### src/rtl/rf_arb_pkg.sv
// -----------------------------------------------------------------------------
// rf_arb_pkg
// Shared types and constants for the register-file port arbiter.
//   RF_ADDR_W / RF_DATA_W : default register address / data widths
//   rf_beat_t             : one requester beat (optional write plus two reads)
// -----------------------------------------------------------------------------
package rf_arb_pkg;

   localparam int RF_ADDR_W = 5;
   localparam int RF_DATA_W = 32;

   typedef struct packed {
      logic                 we;
      logic [RF_ADDR_W-1:0] rs;
      logic [RF_ADDR_W-1:0] rt;
      logic [RF_ADDR_W-1:0] rd;
      logic [RF_DATA_W-1:0] wdata;
   } rf_beat_t;

endpackage

### src/rtl/rr_arbiter.sv
// -----------------------------------------------------------------------------
// rr_arbiter
// Round-robin arbiter with a registered priority pointer.
//   clk      in   clock, posedge
//   rst      in   synchronous active-high reset (pointer -> 0)
//   req      in   N request lines
//   advance  in   the current winner is consumed; move pointer past it
//   gnt      out  one-hot grant (zero when no request)
//   gnt_idx  out  binary index of the winner (valid when gnt != 0)
// -----------------------------------------------------------------------------
module rr_arbiter #(
   parameter  int N     = 3,
   localparam int IDX_W = (N > 1) ? $clog2(N) : 1
) (
   input  logic             clk,
   input  logic             rst,
   input  logic [N-1:0]     req,
   input  logic             advance,
   output logic [N-1:0]     gnt,
   output logic [IDX_W-1:0] gnt_idx
);

   logic [IDX_W-1:0] ptr_q;
   logic [IDX_W-1:0] ptr_d;
   logic [IDX_W:0]   cand;
   logic             found;

   // Scan from the pointer upward, wrapping modulo N; the first requester
   // seen wins. cand has one spare bit so ptr+k never overflows before wrap.
   always_comb begin
      gnt     = '0;
      gnt_idx = ptr_q;
      found   = 1'b0;
      cand    = '0;
      for (int k = 0; k < N; k++) begin
         cand = {1'b0, ptr_q} + (IDX_W+1)'(k);
         if (cand >= (IDX_W+1)'(N)) begin
            cand = cand - (IDX_W+1)'(N);
         end
         if (!found && req[cand[IDX_W-1:0]]) begin
            found   = 1'b1;
            gnt_idx = cand[IDX_W-1:0];
         end
      end
      if (found) begin
         gnt[gnt_idx] = 1'b1;
      end
   end

   // Winner drops to lowest priority; with no grant the pointer holds.
   always_comb begin
      ptr_d = ptr_q;
      if (advance && found) begin
         if (gnt_idx == IDX_W'(N-1)) begin
            ptr_d = '0;
         end else begin
            ptr_d = gnt_idx + 1'b1;
         end
      end
   end

   always_ff @(posedge clk) begin
      if (rst) begin
         ptr_q <= '0;
      end else begin
         ptr_q <= ptr_d;
      end
   end

endmodule

### src/rtl/rf_port_arbiter.sv
// -----------------------------------------------------------------------------
// rf_port_arbiter
// Shares one register-file access slot (2 reads + 1 write per cycle) among
// NREQ requesters using round-robin grants. Read data comes back one cycle
// after the grant on a shared bus, tagged by a one-hot rsp_valid.
//   clk, rst                 clock / synchronous active-high reset
//   req_valid/req_ready      per-requester one-beat handshake (ready one-hot)
//   req_we/rs/rt/rd/wdata    per-requester beat payload, packed slices
//   rsp_valid                one-hot response strobe, one cycle after accept
//   rsp_rs_data/rsp_rt_data  read data returned for the responding requester
//   rf_we/rf_*_addr/rf_rd_data  drive the register file
//   rf_rs_data/rf_rt_data    register-file read data (registered, 1 cycle)
// -----------------------------------------------------------------------------
module rf_port_arbiter
   import rf_arb_pkg::*;
#(
   parameter int NREQ   = 3,
   parameter int ADDR_W = RF_ADDR_W,
   parameter int DATA_W = RF_DATA_W
) (
   input  logic                   clk,
   input  logic                   rst,
   input  logic [NREQ-1:0]        req_valid,
   output logic [NREQ-1:0]        req_ready,
   input  logic [NREQ-1:0]        req_we,
   input  logic [NREQ*ADDR_W-1:0] req_rs,
   input  logic [NREQ*ADDR_W-1:0] req_rt,
   input  logic [NREQ*ADDR_W-1:0] req_rd,
   input  logic [NREQ*DATA_W-1:0] req_wdata,
   output logic [NREQ-1:0]        rsp_valid,
   output logic [DATA_W-1:0]      rsp_rs_data,
   output logic [DATA_W-1:0]      rsp_rt_data,
   output logic                   rf_we,
   output logic [ADDR_W-1:0]      rf_rs_addr,
   output logic [ADDR_W-1:0]      rf_rt_addr,
   output logic [ADDR_W-1:0]      rf_rd_addr,
   output logic [DATA_W-1:0]      rf_rd_data,
   input  logic [DATA_W-1:0]      rf_rs_data,
   input  logic [DATA_W-1:0]      rf_rt_data
);

   localparam int IDX_W = (NREQ > 1) ? $clog2(NREQ) : 1;

   logic [NREQ-1:0]   arb_req;
   logic [NREQ-1:0]   gnt;
   logic [IDX_W-1:0]  gnt_idx;
   logic              any_gnt;
   logic [NREQ-1:0]   tag_q;
   logic [NREQ-1:0]   tag_d;

   logic [ADDR_W-1:0] rs_arr    [NREQ];
   logic [ADDR_W-1:0] rt_arr    [NREQ];
   logic [ADDR_W-1:0] rd_arr    [NREQ];
   logic [DATA_W-1:0] wdata_arr [NREQ];

   // Unpack the flat slice buses so the winner can be selected by index.
   generate
      for (genvar gi = 0; gi < NREQ; gi++) begin : g_slice
         assign rs_arr[gi]    = req_rs[gi*ADDR_W +: ADDR_W];
         assign rt_arr[gi]    = req_rt[gi*ADDR_W +: ADDR_W];
         assign rd_arr[gi]    = req_rd[gi*ADDR_W +: ADDR_W];
         assign wdata_arr[gi] = req_wdata[gi*DATA_W +: DATA_W];
      end
   endgenerate

   // Nothing is granted while reset is held, even if requesters are valid.
   assign arb_req = rst ? '0 : req_valid;

   rr_arbiter #(
      .N (NREQ)
   ) u_arb (
      .clk     (clk),
      .rst     (rst),
      .req     (arb_req),
      .advance (any_gnt),
      .gnt     (gnt),
      .gnt_idx (gnt_idx)
   );

   assign any_gnt   = |gnt;
   assign req_ready = gnt;

   // Payload of the winner goes straight to the register file. No bypass:
   // a same-beat read of the written address returns the old contents.
   assign rf_we      = any_gnt & req_we[gnt_idx];
   assign rf_rs_addr = rs_arr[gnt_idx];
   assign rf_rt_addr = rt_arr[gnt_idx];
   assign rf_rd_addr = rd_arr[gnt_idx];
   assign rf_rd_data = wdata_arr[gnt_idx];

   // One-hot tag of the beat accepted last cycle; its read data arrives now.
   assign tag_d = gnt;

   always_ff @(posedge clk) begin
      if (rst) begin
         tag_q <= '0;
      end else begin
         tag_q <= tag_d;
      end
   end

   // Masking with rst drops the response of a beat granted just before reset.
   assign rsp_valid   = rst ? '0 : tag_q;
   assign rsp_rs_data = rf_rs_data;
   assign rsp_rt_data = rf_rt_data;

endmodule
### config.mk
export PLATFORM = sky130hd
export DESIGN_NAME = rf_port_arbiter
export DESIGN_NICKNAME = d
export VERILOG_FILES = /design/src/rtl/rf_arb_pkg.sv /design/src/rtl/rr_arbiter.sv /design/src/rtl/rf_port_arbiter.sv
export SDC_FILE = /design/constraint.sdc
export NUM_CORES = 1
export LEC_CHECK = 0
export CAP_MARGIN = 10
export CELL_PAD_IN_SITES_DETAIL_PLACEMENT = 1
export CELL_PAD_IN_SITES_GLOBAL_PLACEMENT = 1
export CORE_MARGIN = 3
export CORE_UTILIZATION = 15
export CTS_CLUSTER_DIAMETER = 80
export DETAILED_ROUTE_END_ITERATION = 10
export PLACE_DENSITY = 0.91
export REMOVE_ABC_BUFFERS = 1
export SLEW_MARGIN = 10
export SYNTH_ARGS = -nofsm -noshare
export SYNTH_HDL_FRONTEND = slang
export SYNTH_SLANG_ARGS = --single-unit
### constraint.sdc
create_clock -name clk -period 6.6 [get_ports clk]
set_input_delay 1.32 -clock clk [delete_from_list [all_inputs] [get_ports clk]]
set_output_delay 1.32 -clock clk [all_outputs]
set_load 0.01 [all_outputs]
==> flow_metrics.env <==
export IMPL_status="completed"
export IMPL_synth_seq_cells=5
export IMPL_first_pass_iters=4
export IMPL_startpoint_type="input pin"
export IMPL_yosysWarnings=0
export IMPL_synth_cell_area_um2=2210
export IMPL_cp_required_ns=5.28
export IMPL_vias=2919
export IMPL_grtUsageTotal_pct=16.36
export IMPL_async_flop_share_pct=0
export IMPL_slew_viol_final=0
export IMPL_critPathKind="input pin to output pin"
export IMPL_cts_root_buffer="clkbuf_16"
export IMPL_min_to="u_arb.ptr_q[0]"
export IMPL_antenna_left=0
export IMPL_antenna_found_initial=0
export IMPL_crit_path_max_incr_delay_ns=0.72
export IMPL_hold_viol_final=0
export IMPL_cts_sinks=5
export IMPL_endpoint_kind="output pin"
export IMPL_grt_pass1_vias=3126
export IMPL_place_congestion=0.7607
export IMPL_grtUsageMet2_pct=22.92
export IMPL_drt_total_wl_um=14050
export IMPL_reg2reg_setup_slack_ns=3.72
export IMPL_h_tree_depth=1
export IMPL_drcViolationCount=0
export IMPL_cts_resized_gates=0
export IMPL_cts_hold_buf=0
export IMPL_p_total_w=0.001942
export IMPL_seq_area_frac_synth_pct=4.530
export IMPL_ios=331
export IMPL_setup_viol=0
export IMPL_overflow=0
export IMPL_period_needed_ns=5.825
export IMPL_relSlewSlack_pct=58.23
export IMPL_rsz0062_at_grt="no"
export IMPL_hp_class="flip-flop to flip-flop"
export IMPL_dieArea_um2=16220
export IMPL_stdcell_count=633
export IMPL_ys_types=33
export IMPL_die_w_um=127.4
export IMPL_numCtsBuffers=3
export IMPL_peakVddDrop_mv=0.2006
export IMPL_maxCapViolations=0
export IMPL_clk_latency_ns=0.23
export IMPL_path_common_cell="clkdlybuf4s50_1"
export IMPL_grt_busiest_layer="met2"
export IMPL_p_leak_nw=1.525
export IMPL_crit_chain="clkdlybuf4s50_1 > nand4bb_1 > o31ai_2 > o21ba_2 > nand2_1 > o21ai_4 > buf_4 > nand3_1 > o211ai_1 > clkdlybuf4s50_1"
export IMPL_post_cts_buffers=0
export IMPL_power_density_nw_per_um2=486.5
export IMPL_fin_nets=669
export IMPL_post_dp_hpwl_um=11780
export IMPL_synth_edff_count=0
export IMPL_num_rows=43
export IMPL_path_max_fanout=56
export IMPL_grt_pass1_wl_um=19950
export IMPL_setup_tns_ns=0
export IMPL_grt_max_degree=57
export IMPL_post_route_period_util_pct=88.26
export IMPL_post_route_util_pct=28.21
export IMPL_port_buffers=202
export IMPL_initial_utilization_pct=15.62
export IMPL_fmaxAchievable_mhz=171.7
export IMPL_n_fill_cell=1720
export IMPL_use_met3_pct=14.01
export IMPL_drive_gt1_share_pct=11.48
export IMPL_clock_path_buffers=2
export IMPL_drt_iter0_drc=77
export IMPL_dieHeight_um=127.4
export IMPL_synth_cells=331
export IMPL_synth_avg_cell_area_um2=6.676
export IMPL_area_delta_synth_final_pct=80.63
export IMPL_tritoncts="done"
export IMPL_diodes=0
export IMPL_r2r_start="u_arb.ptr_q[0]"
export IMPL_ys_flop_type="dfxtp_1"
export IMPL_cp_data_arrival_time_ns=4.51
export IMPL_finalClockSkew_ns=0.003146
export IMPL_min_from="u_arb.ptr_q[0]"
export IMPL_viasPerCell=4.611
export IMPL_worst_r2r_cell_count=10
export IMPL_gr_usage_met1_pct=18.56
export IMPL_core_area_um2=14150
export IMPL_rr_endpoint="u_arb.ptr_q[1]"
export IMPL_wl_per_cell_um=22.19
export IMPL_path_clk_slew_ns=0.03
export IMPL_min_path_cells=1
export IMPL_dp_cells=629
export IMPL_cp_slowest_cell="clkdlybuf4s50_1"
export IMPL_worst_slew_pin_slew_ns=0.6266
worst max path at each step:
stage | start | depth (start not counted) | slack (ns) | to
after floorplan | rst | 7 | 0.39 | rf_we
after global placement | rst | 10 | 0.88 | rf_rd_data[22]
after detailed placement | rst | 10 | 0.77 | rf_rd_data[13]
after CTS | rst | 10 | 0.76 | rf_rd_data[13]
after global routing | rst | 10 | 0.44 | rf_rd_data[20]
final | rst | 10 | 0.77 | rf_rd_data[13]
stage by stage:
stage / setup WS, ns / hold slack (ns) / area, um2
2_1_floorplan: 0.3940 / 0.4556 / 1564
3_3_place_gp: 0.8798 / 0.4730 / 3913
3_5_place_dp: 0.7678 / 0.4875 / 3913
4_1_cts: 0.7638 / 0.4952 / 3991
5_1_grt: 0.4440 / 0.5481 / 3991
6_report: 0.7749 / 0.5046 / 3991
worst max-delay path, delay by kind of cell:
family / cells / cell delay [ns]
AO/OA/AOI/OAI: 4 / 0.75
buffers and inverters: 3 / 1.82
AND/OR/NAND/NOR: 3 / 0.57
per-layer routing:
layer,up-vias,wire length (um)
met4,6,138
met1,1307,5417
met2,271,5578
met3,16,2727
met5,-,184
li1,1319,-
placed cells by master (no fill, tap or decap):
cell             netlist  layout
a21o_1                 3       3
and2_1                 3       2
and2_2                 0       1
and3_1                 2       2
buf_12                 0       2
buf_4                 67       6
clkbuf_1              11       1
clkbuf_16              0       3
clkdlybuf4s50_1        0     202
dfxtp_1                5       5
ha_1                   2       2
inv_1                  3       3
mux2_2                 1       1
mux2i_1                3       3
mux2i_4                1       1
nand2_1               97      97
nand2b_1               1       1
nand3_1               39      39
nand3_2               10      10
nand3b_1               1       1
nand4bb_1              1       1
nor2_1                 3       3
nor2_2                 1       1
nor2b_1                5       5
nor3_2                 1       1
nor4bb_1               1       1
o211ai_1              27      27
o211ai_2              20      20
o21a_1                 1       1
o21ai_1                1       1
o21ai_4                0       2
o21ba_2                1       1
o31ai_2                1       1
o31ai_4                2       2
o41ai_1                1       1
area by class of cell:
type | instances | area [um2] | share of cell area (%)
multi-input combinational | 231 | 1469 | 36.80
timing repair buffer | 210 | 2107 | 52.79
clock buffer | 4 | 78.83 | 1.975
inverter | 3 | 11.26 | 0.2821
tap | 180 | 225.2 | 5.643
sequential | 5 | 100.1 | 2.508
registers in the layout, summed over array words and instances, names as in the netlist:
register,count
u_arb.ptr_q,2
tag_q,3
cell families (layout without fill, tap and decap cells):
family | count (synthesis) | count (layout) | synth area share (%)
and+or+nand+nor | 165 | 165 | 35.50
DFF | 5 | 5 | 4.530
buffers and inverters | 95 | 217 | 29.73
muxes | 5 | 5 | 2.888
adders and majority gates | 2 | 2 | 1.132
AOI/OAI and AO/OA | 59 | 59 | 26.22
Yosys cell counts, drive strengths merged (4+ instances only):
| master | count | share of area, % |
|---|---|---|
| mux2i | 4 | 2.4 |
| nand3 | 49 | 13 |
| nand2 | 97 | 16 |
| dfxtp | 5 | 4.5 |
| buf | 81 | 27 |
| clkbuf | 11 | 1.9 |
| o211ai | 47 | 20 |
| nor2 | 4 | 0.79 |
| nor2b | 5 | 1.4 |
power by group:
part	switching, W	internal [W]	leakage, nW	total (W)
Clock	0.0000226	0.0000803	0.0382	0.000103
Combinational	0.000908	0.000880	1.45	0.00179
Sequential	0.00000793	0.0000431	0.0414	0.0000511
Power figures use the tool's default switching activity.
